**config.mk**
```make
export PLATFORM = sky130hd
export DESIGN_NAME = eth_xmt_fsm_flat
export DESIGN_NICKNAME = d
export VERILOG_FILES = /design/src/rtl/eth_pkg.sv /design/src/rtl/eth_xmt_fsm_if.sv /design/src/rtl/eth_xmt_csum.sv /design/src/rtl/eth_xmt_fsm.sv /design/src/flat_wrapper.sv
export SDC_FILE = /design/constraint.sdc
export NUM_CORES = 1
export LEC_CHECK = 0
export ABC_AREA = 1
export CORE_ASPECT_RATIO = 1.75
export CORE_MARGIN = 4
export CORE_UTILIZATION = 45
export DETAILED_ROUTE_END_ITERATION = 7
export PLACE_DENSITY_LB_ADDON = 0.15
export SETUP_SLACK_MARGIN = 0.4
export SLEW_MARGIN = 20
export SYNTH_ARGS = -nofsm -noshare
export SYNTH_HDL_FRONTEND = slang
export SYNTH_SLANG_ARGS = --single-unit
```
**constraint.sdc**
```tcl
create_clock -name clk -period 1.8 [get_ports clk]
set_clock_uncertainty 0.1 [all_clocks]
set_input_delay 0.36 -clock clk [delete_from_list [all_inputs] [get_ports clk]]
set_output_delay 0.36 -clock clk [all_outputs]
set_load 0.02 [all_outputs]
```
**src/rtl/eth_pkg.sv**
```systemverilog
// Shared types for the Ethernet transmit framer: queue word layout, FSM states, checksum helper.
package eth_pkg;

    typedef logic [33:0] eth_word_t;

    localparam int SOP_BIT = 32;
    localparam int EOP_BIT = 33;

    typedef enum logic [2:0] {
        IDLE = 3'd0,
        XMIT = 3'd1,
        CSUM = 3'd2,
        EOPW = 3'd3,
        GAP  = 3'd4
    } xmt_state_t;

    function automatic logic [31:0] csum_add(input logic [31:0] a, input logic [31:0] b);
        return a + b;
    endfunction

endpackage

```
**src/rtl/eth_xmt_fsm_if.sv**
```systemverilog
// Queue-side and port-side signals of the transmit framer; master = framer, slave = environment.
interface eth_xmt_fsm_if;
    import eth_pkg::*;

    logic        qEmpty;
    eth_word_t   qData;
    logic        qRdEn;
    logic        outReady;
    logic        outValid;
    logic [31:0] outData;
    logic        outSop;
    logic        outEop;

    modport master (
        input  qEmpty, qData, outReady,
        output qRdEn, outValid, outData, outSop, outEop
    );

    modport slave (
        output qEmpty, qData, outReady,
        input  qRdEn, outValid, outData, outSop, outEop
    );

endinterface

```
**src/rtl/eth_xmt_csum.sv**
```systemverilog
// Running 32-bit packet checksum: clear restarts the sum, and clear+add seeds it with the sop word.
module eth_xmt_csum
    import eth_pkg::*;
(
    input  logic        clk,
    input  logic        resetN,
    input  logic        clear,
    input  logic        addEn,
    input  logic [31:0] addData,
    output logic [31:0] value
);

    logic [31:0] acc_r;

    // Accumulator register with synchronous active-low reset.
    always_ff @(posedge clk) begin
        if (!resetN) begin
            acc_r <= 32'd0;
        end else if (clear && addEn) begin
            acc_r <= addData;
        end else if (clear) begin
            acc_r <= 32'd0;
        end else if (addEn) begin
            acc_r <= csum_add(acc_r, addData);
        end else begin
            acc_r <= acc_r;
        end
    end

    assign value = acc_r;

endmodule

```
**src/rtl/eth_xmt_fsm.sv**
```systemverilog
// Transmit framer: drains {eop,sop,data} queue words onto a valid/ready port with IPG and framing checks.
// Optional feature macro ETH_XMT_CSUM_EN appends a checksum word to every packet.
module eth_xmt_fsm
    import eth_pkg::*;
#(
    parameter int IPG_CYCLES = 2,
    parameter int CNT_W      = 16
) (
    input  logic             clk,
    input  logic             resetN,
    eth_xmt_fsm_if.master    bus,
    output logic             errFrame,
    output logic [CNT_W-1:0] pktCount
);

    localparam int GAP_W = (IPG_CYCLES > 1) ? $clog2(IPG_CYCLES) : 1;
    localparam logic [GAP_W-1:0] GAP_LAST = GAP_W'((IPG_CYCLES > 0) ? IPG_CYCLES - 1 : 0);
    localparam xmt_state_t AFTER_PKT = (IPG_CYCLES > 0) ? GAP : IDLE;

`ifdef ETH_XMT_CSUM_EN
    localparam xmt_state_t EOP_NEXT   = CSUM;
    localparam xmt_state_t ABORT_NEXT = CSUM;
`else
    localparam xmt_state_t EOP_NEXT   = EOPW;
    localparam xmt_state_t ABORT_NEXT = AFTER_PKT;
`endif

    xmt_state_t       state_r;
    logic [GAP_W-1:0] gapCnt_r;

    logic        transfer_s;
    logic        canLoad_s;
    logic        headSop_s;
    logic        headEop_s;
    logic        popReq_s;
    logic        loadQ_s;
    logic        drop_s;
    logic        abort_s;
    logic        csumLoad_s;
    logic        sendEop_s;
    logic [31:0] csumVal_s;

`ifdef ETH_XMT_CSUM_EN
    eth_xmt_csum u_csum (
        .clk     (clk),
        .resetN  (resetN),
        .clear   (loadQ_s && headSop_s),
        .addEn   (loadQ_s),
        .addData (bus.qData[31:0]),
        .value   (csumVal_s)
    );
    assign sendEop_s = 1'b0;
`else
    assign csumVal_s = 32'd0;
    assign sendEop_s = headEop_s;
`endif

    // Pop/load/error decisions for the current head word.
    always_comb begin
        transfer_s = bus.outValid && bus.outReady;
        canLoad_s  = !bus.outValid || bus.outReady;
        headSop_s  = bus.qData[SOP_BIT];
        headEop_s  = bus.qData[EOP_BIT];
        popReq_s   = resetN && !bus.qEmpty && canLoad_s;
        loadQ_s    = 1'b0;
        drop_s     = 1'b0;
        abort_s    = 1'b0;
        csumLoad_s = 1'b0;
        case (state_r)
            IDLE: begin
                if (popReq_s) begin
                    loadQ_s = headSop_s;
                    drop_s  = !headSop_s;
                end else begin
                    loadQ_s = 1'b0;
                end
            end
            XMIT: begin
                // A new sop before any eop aborts the packet and stays in the queue.
                if (popReq_s) begin
                    loadQ_s = !headSop_s;
                    abort_s = headSop_s;
                end else begin
                    loadQ_s = 1'b0;
                end
            end
            CSUM: begin
                csumLoad_s = resetN && canLoad_s;
            end
            default: begin
                loadQ_s = 1'b0;
            end
        endcase
    end

    assign bus.qRdEn = loadQ_s || drop_s;

    // Output register, packet counter, error pulse and state machine.
    always_ff @(posedge clk) begin
        if (!resetN) begin
            bus.outValid <= 1'b0;
            bus.outData  <= 32'd0;
            bus.outSop   <= 1'b0;
            bus.outEop   <= 1'b0;
            errFrame     <= 1'b0;
            pktCount     <= '0;
            state_r      <= IDLE;
            gapCnt_r     <= '0;
        end else begin
            errFrame <= drop_s || abort_s;

            if (loadQ_s) begin
                bus.outValid <= 1'b1;
                bus.outData  <= bus.qData[31:0];
                bus.outSop   <= headSop_s;
                bus.outEop   <= sendEop_s;
            end else if (csumLoad_s) begin
                bus.outValid <= 1'b1;
                bus.outData  <= csumVal_s;
                bus.outSop   <= 1'b0;
                bus.outEop   <= 1'b1;
            end else if (transfer_s) begin
                bus.outValid <= 1'b0;
            end else begin
                bus.outValid <= bus.outValid;
            end

            if (state_r == GAP) begin
                gapCnt_r <= gapCnt_r + GAP_W'(1);
            end else begin
                gapCnt_r <= '0;
            end

            case (state_r)
                IDLE: begin
                    if (loadQ_s) begin
                        state_r <= headEop_s ? EOP_NEXT : XMIT;
                    end else begin
                        state_r <= IDLE;
                    end
                end
                XMIT: begin
                    if (loadQ_s && headEop_s) begin
                        state_r <= EOP_NEXT;
                    end else if (abort_s) begin
                        state_r <= ABORT_NEXT;
                    end else begin
                        state_r <= XMIT;
                    end
                end
                CSUM: begin
                    state_r <= csumLoad_s ? EOPW : CSUM;
                end
                EOPW: begin
                    // No new load happens here, so any transfer is the eop word itself.
                    if (transfer_s) begin
                        pktCount <= pktCount + CNT_W'(1);
                        state_r  <= AFTER_PKT;
                    end else begin
                        state_r <= EOPW;
                    end
                end
                GAP: begin
                    state_r <= (gapCnt_r == GAP_LAST) ? IDLE : GAP;
                end
                default: begin
                    state_r <= IDLE;
                end
            endcase
        end
    end

endmodule

```
**src/flat_wrapper.sv**
```systemverilog
// flat-port wrapper written by rule: the top's interface ports become plain ports
module eth_xmt_fsm_flat import eth_pkg::*;
#(
    parameter int IPG_CYCLES = 2,
    parameter int CNT_W      = 16
)
  (clk, resetN, errFrame, pktCount, bus_qEmpty, bus_qData, bus_outReady, bus_qRdEn, bus_outValid, bus_outData, bus_outSop, bus_outEop);
  eth_xmt_fsm_if bus_i ();
  input  logic clk;
  input  logic resetN;
  output logic errFrame;
  output logic [CNT_W-1:0] pktCount;
  input wire logic [$bits(bus_i.qEmpty)-1:0] bus_qEmpty;
  input wire logic [$bits(bus_i.qData)-1:0] bus_qData;
  input wire logic [$bits(bus_i.outReady)-1:0] bus_outReady;
  output wire logic [$bits(bus_i.qRdEn)-1:0] bus_qRdEn;
  output wire logic [$bits(bus_i.outValid)-1:0] bus_outValid;
  output wire logic [$bits(bus_i.outData)-1:0] bus_outData;
  output wire logic [$bits(bus_i.outSop)-1:0] bus_outSop;
  output wire logic [$bits(bus_i.outEop)-1:0] bus_outEop;
  assign bus_i.qEmpty = bus_qEmpty;
  assign bus_i.qData = bus_qData;
  assign bus_i.outReady = bus_outReady;
  assign bus_qRdEn = bus_i.qRdEn;
  assign bus_outValid = bus_i.outValid;
  assign bus_outData = bus_i.outData;
  assign bus_outSop = bus_i.outSop;
  assign bus_outEop = bus_i.outEop;
  eth_xmt_fsm #(.IPG_CYCLES(IPG_CYCLES), .CNT_W(CNT_W)) u_core (.clk(clk), .resetN(resetN), .bus(bus_i), .errFrame(errFrame), .pktCount(pktCount));
endmodule
```
-- Yosys cells after proc, flatten, opt, wreduce, memory -nomap -nowiden
Index checks and enable logic that the tools add are counted.
- reduce and logical (&&, ||, !) cells: 16
- muxes and demuxes: 23
- equal/unequal tests: 4
- add/sub/neg operators: 2
- operator list (kind ; count):
    $mux 32 ; 2
    $add 16x1->16 const B ; 1
    $mux 3 ; 5
    $pmux 3 s5 ; 1
    $mux 1 ; 13
    $eq 3x2->1 const B ; 2
    $logic_and 1x1->1 ; 5
    $reduce_and 2->1 ; 2
    $eq 3x1->1 const B ; 1
    $eq 3x3->1 const B ; 1
    $logic_not 1->1 ; 3
    $logic_not 3->1 ; 1
    $logic_or 1x1->1 ; 3
    $reduce_bool 3->1 ; 1
    $mux 2 ; 1
    $pmux 1 s2 ; 1
    $reduce_bool 2->1 ; 1
    $add 1x1->1 const B ; 1
- flip-flop bits (word level): 56
- word-level logic and storage cells: 53

-- Longest topological paths before layout
Gate-level depths: netlist of run 1.
- depth in word-level cells: 8
- gate-level depth with buffers: 9

-- Worst setup path before layout of run 1
No wires, ideal clock.
- path type: register to output
- start point: register u_core.bus.outValid
- end point: output port bus_qRdEn
- stages on the path, launching flop included: 7
- path buffers: 1
- slack: -32 ps
- arrival time: 1372 ps
- data required time: 1340 ps
- cells stage by stage: dfxtp_1 > inv_1 > nor2_1 > nor2_4 > nand3_4 > buf_1 > nand3_1
- longest elaborated chain between the ends: 6
- RTL lines (what ; line ; RTL):
    start, declared ; eth_xmt_fsm_if.sv:16 ; output qRdEn, outValid, outData, outSop, outEop
    start signal, assigned ; eth_xmt_fsm.sv:125 ; bus.outValid <= bus.outValid;
    $logic_not 1->1 * ; eth_xmt_fsm.sv:61 ; canLoad_s = !bus.outValid || bus.outReady;
    $logic_or 1x1->1 * ; eth_xmt_fsm.sv:61 ;
    $logic_and 1x1->1 * ; eth_xmt_fsm.sv:64 ; popReq_s = resetN && !bus.qEmpty && canLoad_s;
    $mux 1, on equally long branches ; eth_xmt_fsm.sv:71, eth_xmt_fsm.sv:80 ;
    $pmux 1 s2 / $mux 1 (equally long branches) ; eth_xmt_fsm.sv:69 ; case (state_r)
    $logic_or 1x1->1 * ; eth_xmt_fsm.sv:96 ; assign bus.qRdEn = loadQ_s || drop_s;
    end, declared ; flat_wrapper.sv:16 ; output wire logic [$bits(bus_i.qRdEn)-1:0] bus_qRdEn;
Every way passes the cells marked *; elsewhere a longest branch is shown, timed or not.

-- Worst setup path after layout of run 1
- start point: register u_core.state_r[0]
- end point: output port bus_qRdEn
- longest elaborated chain between the ends: 3
- RTL lines (what ; line ; RTL):
    start, declared ; eth_xmt_fsm.sv:28 ; xmt_state_t state_r;
    start signal, assigned ; eth_xmt_fsm.sv:137 ; state_r <= headEop_s ? EOP_NEXT : XMIT;
    start signal, assigned ; eth_xmt_fsm.sv:152 ; state_r <= csumLoad_s ? EOPW : CSUM;
    start signal, assigned ; eth_xmt_fsm.sv:164 ; state_r <= (gapCnt_r == GAP_LAST) ? IDLE : GAP;
    $eq 3x1->1 / $logic_not 3->1 (equally long branches) ; eth_xmt_fsm.sv:69 ;
    $pmux 1 s2 / $mux 1 (equally long branches) ; eth_xmt_fsm.sv:69 ;
    $logic_or 1x1->1 * ; eth_xmt_fsm.sv:96 ;
Marks and branches as above.

==> metrics, run 1 <==
Lkg Pwr=1.97 nW; Peak VDD IR=690 uV; Synth Flop Type=dfxtp_1; CTS Buffer Depth=2; Starting Density=between 40% and 50%; I/O Buffers=90; Via Count=2867; share of the synthesized area in the top cell type=between 40% and 50%; Async SR Flop Fraction=0%; antenna viol nets, final=0; top cells by area, synth=dfxtp_1 44%, nand4_1 9.2%, nand2_1 8.6%; Routed WL=approximately 8.5 mm; Top Ports=91; Final Critical Period=between 1500 and 2000 ps; first-pass GRT wire length=13.5 mm; status=finished with violations; H-tree Lvls=2; fmax=0.537 GHz; routability cong.=around 0.8; NumNets Final=503; # setup viols final=1; dpl ws=-738 ps; vias per cell=approximately 5.3; RSZ-0062 raised after global routing=yes; number of fill cells in the layout=441; EDFF count, synth=0; Syn Area/Cell=7.69 um2; layout cells sized above 1=approximately 50%; net count after synthesis=374; dpl hpwl=5.32 mm; Pwr Density=622 mW/mm2; crit-path max FO=2; clock root buffer=clkbuf_8; cell with the most instances after synthesis=nand2_1; number of global-route vias before repair=2851; Final TNS setup=-62.8 ps; Remaining Overflow, GRT=0; final critical-path setup slack=-62.8 ps; period utilisation layout=103%; CTS buffer count=5; DRT Pass-1 Iters=4; Yosys top cell by area=dfxtp_1; core area=roughly 0.0056 mm2; DR WL/cell=15.7 um; Post-Synthesis Cells=335; Clock transition at path regs=100 ps; register area share after synthesis=43.5%; Yosys cell types=26; Total Power=around 0.0027 W; Fin. Hold Viols=0; Worst setup EP type=output port; Diodes inserted=0; Core Rows=36; full die area=roughly 0.0070 mm2; GR Util All Layers=approximately a quarter; failing checks=setup timing; Num Clock Sinks=56; Initial DRC Count=159; Post-route DRC=0; Crit Path Category=reg -> out; relative slew slack=about 76%; number of antenna violations at the first check in global routing=0; Data required, critical path=1340 ps; Area Growth Syn to Fin=68.7%; Pins Over Slew Limit=0; Die Y=108 um; Yosys warning count=0; Hold WC Path Type=reg -> reg; CTS tree=done; utilization after layout=77.8%; worst slew pin tran=353 ps; worst-skew pair later-pin latency=320 ps; hold_buf cts=0; WP data arrival=1400 ps; pin count of the biggest net entering global routing=36; Yosys reg bits=56; Synth top cells by count=59 x nand2_1, 56 x dfxtp_1, 38 x nand4_1; Chip Width=about 65 um; synthesized area=0.00258 mm2; critical path launch point type=register; Max-Cap Viols=0
==> placed cells by master (no fill, tap or decap), types with 4 or more instances in the layout <==
| cell type | synthesis | final |
|---|---|---|
| inv_2 | 1 | 4 |
| nand4_1 | 38 | 38 |
| nand3_4 | 2 | 4 |
| nor2_1 | 32 | 21 |
| nand2_2 | 20 | 9 |
| dfxtp_1 | 56 | 40 |
| nor2_2 | 0 | 5 |
| nand2_1 | 59 | 36 |
| buf_4 | 0 | 25 |
| nand2_4 | 1 | 34 |
| o21ai_2 | 0 | 5 |
| buf_2 | 1 | 50 |
| nor2_4 | 1 | 7 |
| a21oi_2 | 20 | 36 |
| a21oi_1 | 22 | 6 |
| clkdlybuf4s50_1 | 0 | 34 |
| dfxtp_2 | 0 | 13 |
| nand3_1 | 13 | 8 |
| inv_1 | 29 | 23 |
| buf_6 | 3 | 19 |
| clkbuf_8 | 0 | 5 |
| buf_12 | 0 | 5 |
==> final cells by class <==
| class | instances | area [um2] | share of cell area [%] |
|---|---|---|---|
| timing repair buffer | 140 | 1200 | 27.7 |
| clock buffer | 6 | 72.6 | 1.67 |
| sequential | 56 | 1150 | 26.4 |
| multi-input combinational | 230 | 1670 | 38.3 |
| tap | 76 | 95.1 | 2.19 |
| clock inverter | 2 | 35.0 | 0.806 |
| inverter | 31 | 125 | 2.88 |
==> metrics by stage <==
step,cells,hold WS (ps),cell area (um2)
floorplan,335,292,2660
global placement,511,303,3780
detailed placement,511,309,3780
CTS,535,331,4330
global route,541,378,4350
finish,541,357,4350
==> timing repair <==
item / in CTS / in global routing
cloned: 1 / 1
gates resized for setup: 299 / 63
setup endpoints to repair: 108 / 84
buffers inserted: 15 / 5
pin swaps: 25 / 20
==> worst paths after layout <==
kind | startpoint | to | slack (ps) | cells after the start
setup / recovery | u_core.state_r[0] | bus_qRdEn | -60 | 6
hold / removal | u_core.gapCnt_r | u_core.gapCnt_r | 360 | 1
setup reg to reg | u_core.state_r[1] | u_core.bus.outSop | 30 | 14
hold reg to reg | u_core.gapCnt_r | u_core.gapCnt_r | 360 | 1
==> where the power goes <==
group | internal [W] | switching (W)
sequential | 0.00127 | 0.0000221
combinational | 0.000282 | 0.000287
clock | 0.000414 | 0.000422
total | 0.00197 | 0.000731
==> worst max-delay path, stage by stage (launching register included) <==
cell,delay (ps)
dfxtp_2,350
inv_2,60
buf_12,120
nor3_4,220
nand3_4,130
nand3_4,80
buf_6,120
==> flip-flops by register name (all words and copies together) (netlist names) <==
signal               count
u_core.errFrame          1
u_core.bus.outEop        1
u_core.pktCount         16
u_core.bus.outValid      1
u_core.state_r           3
u_core.bus.outSop        1
u_core.bus.outData      32
u_core.gapCnt_r          1
==> cell families after synthesis <==
group	after synthesis	synth area share, %
AO/OA/AOI/OAI	56	14.0
XOR/XNOR	1	0.340
adder cells (fa/ha/maj)	1	0.486
buffers and inverters	49	8.06
flip-flops	56	43.5
AND/OR/NAND/NOR	172	33.6
==> routing by layer <==
| metal | GRT usage [%] | part of all wire [%] | wire length, um |
|---|---|---|---|
| met4 | 9.35 | 3.2 | 269 |
| met2 | 44.7 | 55 | 4660 |
| met3 | 4.99 | 4.8 | 411 |
| met5 | 0 | 0 | 0 |
| met1 | 26.6 | 37 | 3170 |
Power figures use the tool's default switching activity.
==> run 2: changes to the inputs <==
Settings changed: ABC_AREA 1 to not set, CORE_UTILIZATION 45 to 43.
==> run 2 against run 1 <==
Compared with the run above:
- total power decreased by 5.2%
- highest routed layer unchanged
- sequential power about the same
- clock-buffer cell count is 1 higher
- design area decreased by 2.3%
- synthesized cell count fell by 17%
- flip-flop and latch count unchanged
- area after synthesis is 11% lower
- setup slack better by 110 ps
- critical endpoint is now u_core.pktCount[13]
- the flow now finishes without violations
- critical path depth decreased by 1
==> metrics, run 2 <==
Chip Width=63.3 um; DR WL/cell=18.2 um; worst-skew pair later-pin latency=310 ps; Data required, critical path=approximately 2000 ps; relative slew slack=78.5%; number of fill cells in the layout=346; WP data arrival=1900 ps; Max-Cap Viols=0; Top Ports=91; Initial DRC Count=115; Largest Register=u_core.bus.outData; pin count of the biggest net entering global routing=33; number of antenna violations at the first check in global routing=0; Peak VDD IR=422 uV; Starting Density=43.9%; register area share after synthesis=48.6%; Worst setup EP type=register; vias per cell=5.45; Yosys top cell by area=dfxtp_1; multi-input logic area=between 0.0015 and 0.002 mm2; worst stage delay on the critical path=450 ps; GR Util All Layers=24.9%; NumNets Final=459; Diodes inserted=0; CTS buffer count=5; Pins Over Slew Limit=0; top cells by area, synth=dfxtp_1 49%, nand3_1 8.7%, a21oi_1 8.0%; clock root buffer=clkbuf_8; core area=about 0.0053 mm2; Hold Path Depth=1; I/O Buffers=90; max FFs per register=32; Top Registers=u_core.bus.outData: 32 flops, u_core.pktCount: 16 flops, u_core.state_r: 3 flops; Yosys cell types=38; dpl hpwl=about 4.8 mm; Pwr Density=between 600 and 700 mW/mm2; Fin. Hold Viols=0; Yosys warning count=0; crit-path cells=buf_6, nand4b_4, or4_4, or3_4, a21oi_2; Area Growth Syn to Fin=84.2%; number of global-route vias before repair=2696; CTS tree=done; Synth top cells by count=56 x dfxtp_1, 44 x nand2_1, 40 x nand3_1; utilization after layout=between 80 and 90%; Die Y=around 100 um; H-tree Lvls=2; most frequent cells in the layout=46 x buf_2, 40 x nand2_1, 39 x dfxtp_1, 33 x clkdlybuf4s50_1, 32 x buf_4; critical path launch point type=register; # setup viols final=0; share of the synthesized area in the top cell type=48.6%; full die area=0.00664 mm2; antenna viol nets, final=0; Hold WC Path Type=reg -> reg; net count after synthesis=316; Async SR Flop Fraction=0%; synthesized area=approximately 0.0023 mm2; Synth Flop Type=dfxtp_1; Yosys reg bits=56; worst slew pin tran=322 ps; RSZ-0062 raised after global routing=yes; Crit Path Category=reg -> reg; Post-Synthesis Cells=277; Sequential cell area=approximately 0.0012 mm2; crit-path max FO=4; Core Rows=35; Total Power=0.00256 W; Remaining Overflow, GRT=0; Routed WL=roughly 8.7 mm; hold_buf cts=0; Num Clock Sinks=56; routability cong.=between 0.8 and 0.9; period utilisation layout=97.2%; EDFF count, synth=0; status=finished clean; reg2reg path depth=5; DRT Pass-1 Iters=4; Clock transition at path regs=around 110 ps; Critical-path top delay cell=or4_4; first-pass GRT wire length=13.3 mm; layout cells sized above 1=about half; commonest non-fill, non-tap cell in the layout=buf_2; Syn Area/Cell=8.32 um2; Final Critical Period=around 1700 ps; fmax=0.571 GHz; CTS Buffer Depth=2; Post-route DRC=0; cell with the most instances after synthesis=dfxtp_1; Lkg Pwr=1.80 nW; Via Count=2596
-- run 2: cell types whose count changed in the layout (fill, tap and decap cells not counted), sizes merged, moves of 13 or more --
cell,previous run,this run
inv,29,2
nor2,33,17
buf,101,114
nand3,15,40
nand4,38,7
nand2,80,44
-- run 2: logic make-up after synthesis --
group	count (synthesis)	share of synthesized area [%]
AO/OA/AOI/OAI	52	12.8
adder cells (fa/ha/maj)	1	0.543
flip-flops	56	48.6
buffers and inverters	20	3.47
AND/OR/NAND/NOR	134	29.2
XOR/XNOR	14	5.32
-- run 2: worst paths after layout --
kind / from / end / slack [ps]
setup / recovery: u_core.state_r[2] / u_core.pktCount[13] / 50
hold / removal: u_core.gapCnt_r / u_core.state_r[2] / 360
hold reg to reg: u_core.gapCnt_r / u_core.state_r[2] / 360
setup reg to reg: u_core.state_r[2] / u_core.pktCount[13] / 50
-- run 2: stage by stage --
stage	TNS [ps]	worst slack (ps)	instances	hold WS, ps	cell area [um2]
3_3_place_gp	-13480	-477	429	333	3660
2_1_floorplan	0	128	277	319	2620
4_1_cts	0	95.9	467	354	4220
5_1_grt	0	1.18	476	382	4250
6_report	0	50.1	476	362	4250
3_5_place_dp	-15280	-504	429	336	3660
-- run 2: layer usage --
metal,global-route usage [%],vias up,share of wire [%]
met5,0,-,0
met4,7.57,0,1.5
met3,5.81,12,4.6
met2,47.2,77,57
met1,26.5,1247,37
li1,-,1260,-
-- run 2: area by class of cell --
cell class	count	share of cell area, %
sequential	56	27.6
tap	55	1.62
timing repair buffer	154	32.5
clock buffer	7	1.80
inverter	2	0.177
clock inverter	1	0.206
multi-input combinational	201	36.2
-- run 2: what timing repair did --
action,CTS,global route
gates cloned,5,1
resized for setup,251,56
setup endpoints to repair,107,87
pin swaps,34,21
buffers inserted,25,8
-- run 2: power by group --
group          internal [W]  switching, W
Sequential          0.00127     0.0000342
Clock              0.000280      0.000407
Combinational      0.000297      0.000275
-- run 2: worst max-delay path, delay by kind of cell, from the launching register on --
kind                   cells  cell delay (ps)
AND/OR/NAND/NOR            3             1020
AO/OA/AOI/OAI              1              120
buffers and inverters      1              110
flip-flops                 1              350
==> run 3: changes to the inputs <==
Settings changed: SKIP_CTS_REPAIR_TIMING set to 1.
==> run 3 against run 2 <==
Compared with the run above:
- clock power is 2% lower
- fmax is 3.6% lower
- cell count is 0.42% lower
- sequential share of layout area is 1.4 points lower
- die area stayed put
- the run now ends with setup timing left
- non-clock buffer count is 2 lower
- combinational power is 3% higher
- largest cell class is now buffers
- critical endpoint is now u_core.pktCount[14]
- first-iteration DRC count is 37% higher
- total power is 0.35% higher
- setup slack worse by 65 ps
- clock-buffer cell count stayed put
==> metrics, run 3 (synthesized netlist as in run 2, its figures left out) <==
Largest Register=u_core.bus.outData; dpl hpwl=4.77 mm; first-pass GRT wire length=10.9 mm; Worst setup EP type=register; Via Count=2636; layout cells sized above 1=between 40% and 50%; commonest non-fill, non-tap cell in the layout=nand2_1; # setup viols final=1; Num Clock Sinks=56; Remaining Overflow, GRT=0; final critical-path setup slack=-15.1 ps; Core Rows=35; Post-Layout Inst Area=0.00445 mm2; number of antenna violations at the first check in global routing=0; Chip Width=63.3 um; Die Y=105 um; Crit Path Category=reg -> reg; Hold WC Path Type=reg -> reg; Pins Over Slew Limit=0; utilization after layout=84.7%; DRT Pass-1 Iters=5; DR WL/cell=18.7 um; I/O Buffers=90; Peak VDD IR=439 uV; Pwr Density=578 mW/mm2; Sw Pwr=~0.00071 W; Fin. Hold Viols=0; Diodes inserted=0; full die area=0.00664 mm2; Post-route DRC=0; CTS buffer count=5; critical path launch point type=register; vias per cell=5.56; antenna viol nets, final=0; CTS Buffer Depth=2; clock root buffer=clkbuf_8; Final TNS setup=-15.1 ps; Top Ports=a little over 90; Max-Cap Viols=0; cell-internal power=0.00186 W; Clk pwr share=26.3%; Starting Density=43.9%; Final Critical Period=1820 ps; status=finished with violations; Data required, critical path=1900 ps; worst-skew pair later-pin latency=300 ps; failing checks=setup timing; Clock transition at path regs=100 ps; fmax=0.551 GHz; worst slew pin tran=about 340 ps; WP data arrival=1920 ps; Lkg Pwr=approximately 2.2 nW; relative slew slack=77.5%; GR Util All Layers=roughly 20%; crit-path max FO=4; Top Registers=u_core.bus.outData: 32 flops, u_core.pktCount: 16 flops, u_core.state_r: 3 flops; number of global-route vias before repair=about 2300; Placed Cells=429; CTS tree=done; core area=around 0.0053 mm2; max FFs per register=32; H-tree Lvls=2; sw frac=27.7%; period utilisation layout=101%; pin count of the biggest net entering global routing=33; Routed WL=just under 9 mm; most frequent cells in the layout=40 x nand2_1, 38 x dfxtp_1, 33 x clkdlybuf4s50_1, 32 x dlymetal6s2s_1, 30 x buf_4; placed standard-cell area=0.00366 mm2; NumNets Final=roughly 460; Final Non-Filler Cells=between 400 and 500; Initial DRC Count=157; dpl ws=-504 ps; RSZ-0062 raised after global routing=yes; Comb pwr share=22.8%; routability cong.=0.875; Area Growth Syn to Fin=93.1%; Flop pwr share=about 51%
==> run 3: cell count changes in the layout (fill, tap and decap cells not counted), moves of 5 or more <==
cell            before  now
buf_16               5    0
buf_2               46    0
buf_6               26   21
clkbuf_16            0    6
clkbuf_2             2   24
dlymetal6s2s_1       0   32
==> run 3: layer usage <==
metal	up-vias	global-route usage, %	wire (um)
li1	1259	-	-
met1	1264	22.1	3150
met2	101	36.2	5120
met3	12	3.87	459
met4	0	7.73	155
met5	-	0	0
==> run 3: critical path, stage by stage (launching register included) <==
cell and delay [ps]:
dfxtp_2 340, buf_6 110, nand4b_4 190, buf_4 170
or3_4 400, o31a_1 250, o21a_1 160
==> run 3: layout make-up <==
type	count	area [um2]
timing repair buffer	152	1570
multi-input combinational	201	1550
sequential	56	1170
fill	289	805
clock buffer	7	76.3
tap	55	68.8
clock inverter	1	8.76
inverter	2	7.51
==> run 3: path summary, 6_finish.rpt <==
kind / startpoint / endpoint / slack [ps] / cells past startpoint
hold / removal: u_core.bus.outData[7] / u_core.bus.outData[7] / 360 / 2
setup reg to reg: u_core.state_r[2] / u_core.pktCount[14] / -20 / 6
setup / recovery: u_core.state_r[2] / u_core.pktCount[14] / -20 / 6
hold reg to reg: u_core.bus.outData[7] / u_core.bus.outData[7] / 360 / 2
==> run 3: power by group through the flow <==
stage               clock [W]  combinational [W]  sequential, W
floorplan                   0           0.000178        0.00138
global placement            0           0.000447        0.00133
detailed placement          0           0.000450        0.00133
CTS                  0.000690           0.000452        0.00130
global route         0.000736           0.000618        0.00131
finish               0.000676           0.000587        0.00131
==> run 3: per-stage QoR <==
stage | power (W) | hold WS (ps)
2_1_floorplan | 0.00156 | 319
3_3_place_gp | 0.00178 | 333
3_5_place_dp | 0.00178 | 336
4_1_cts | 0.00245 | 355
5_1_grt | 0.00267 | 381
6_report | 0.00257 | 363
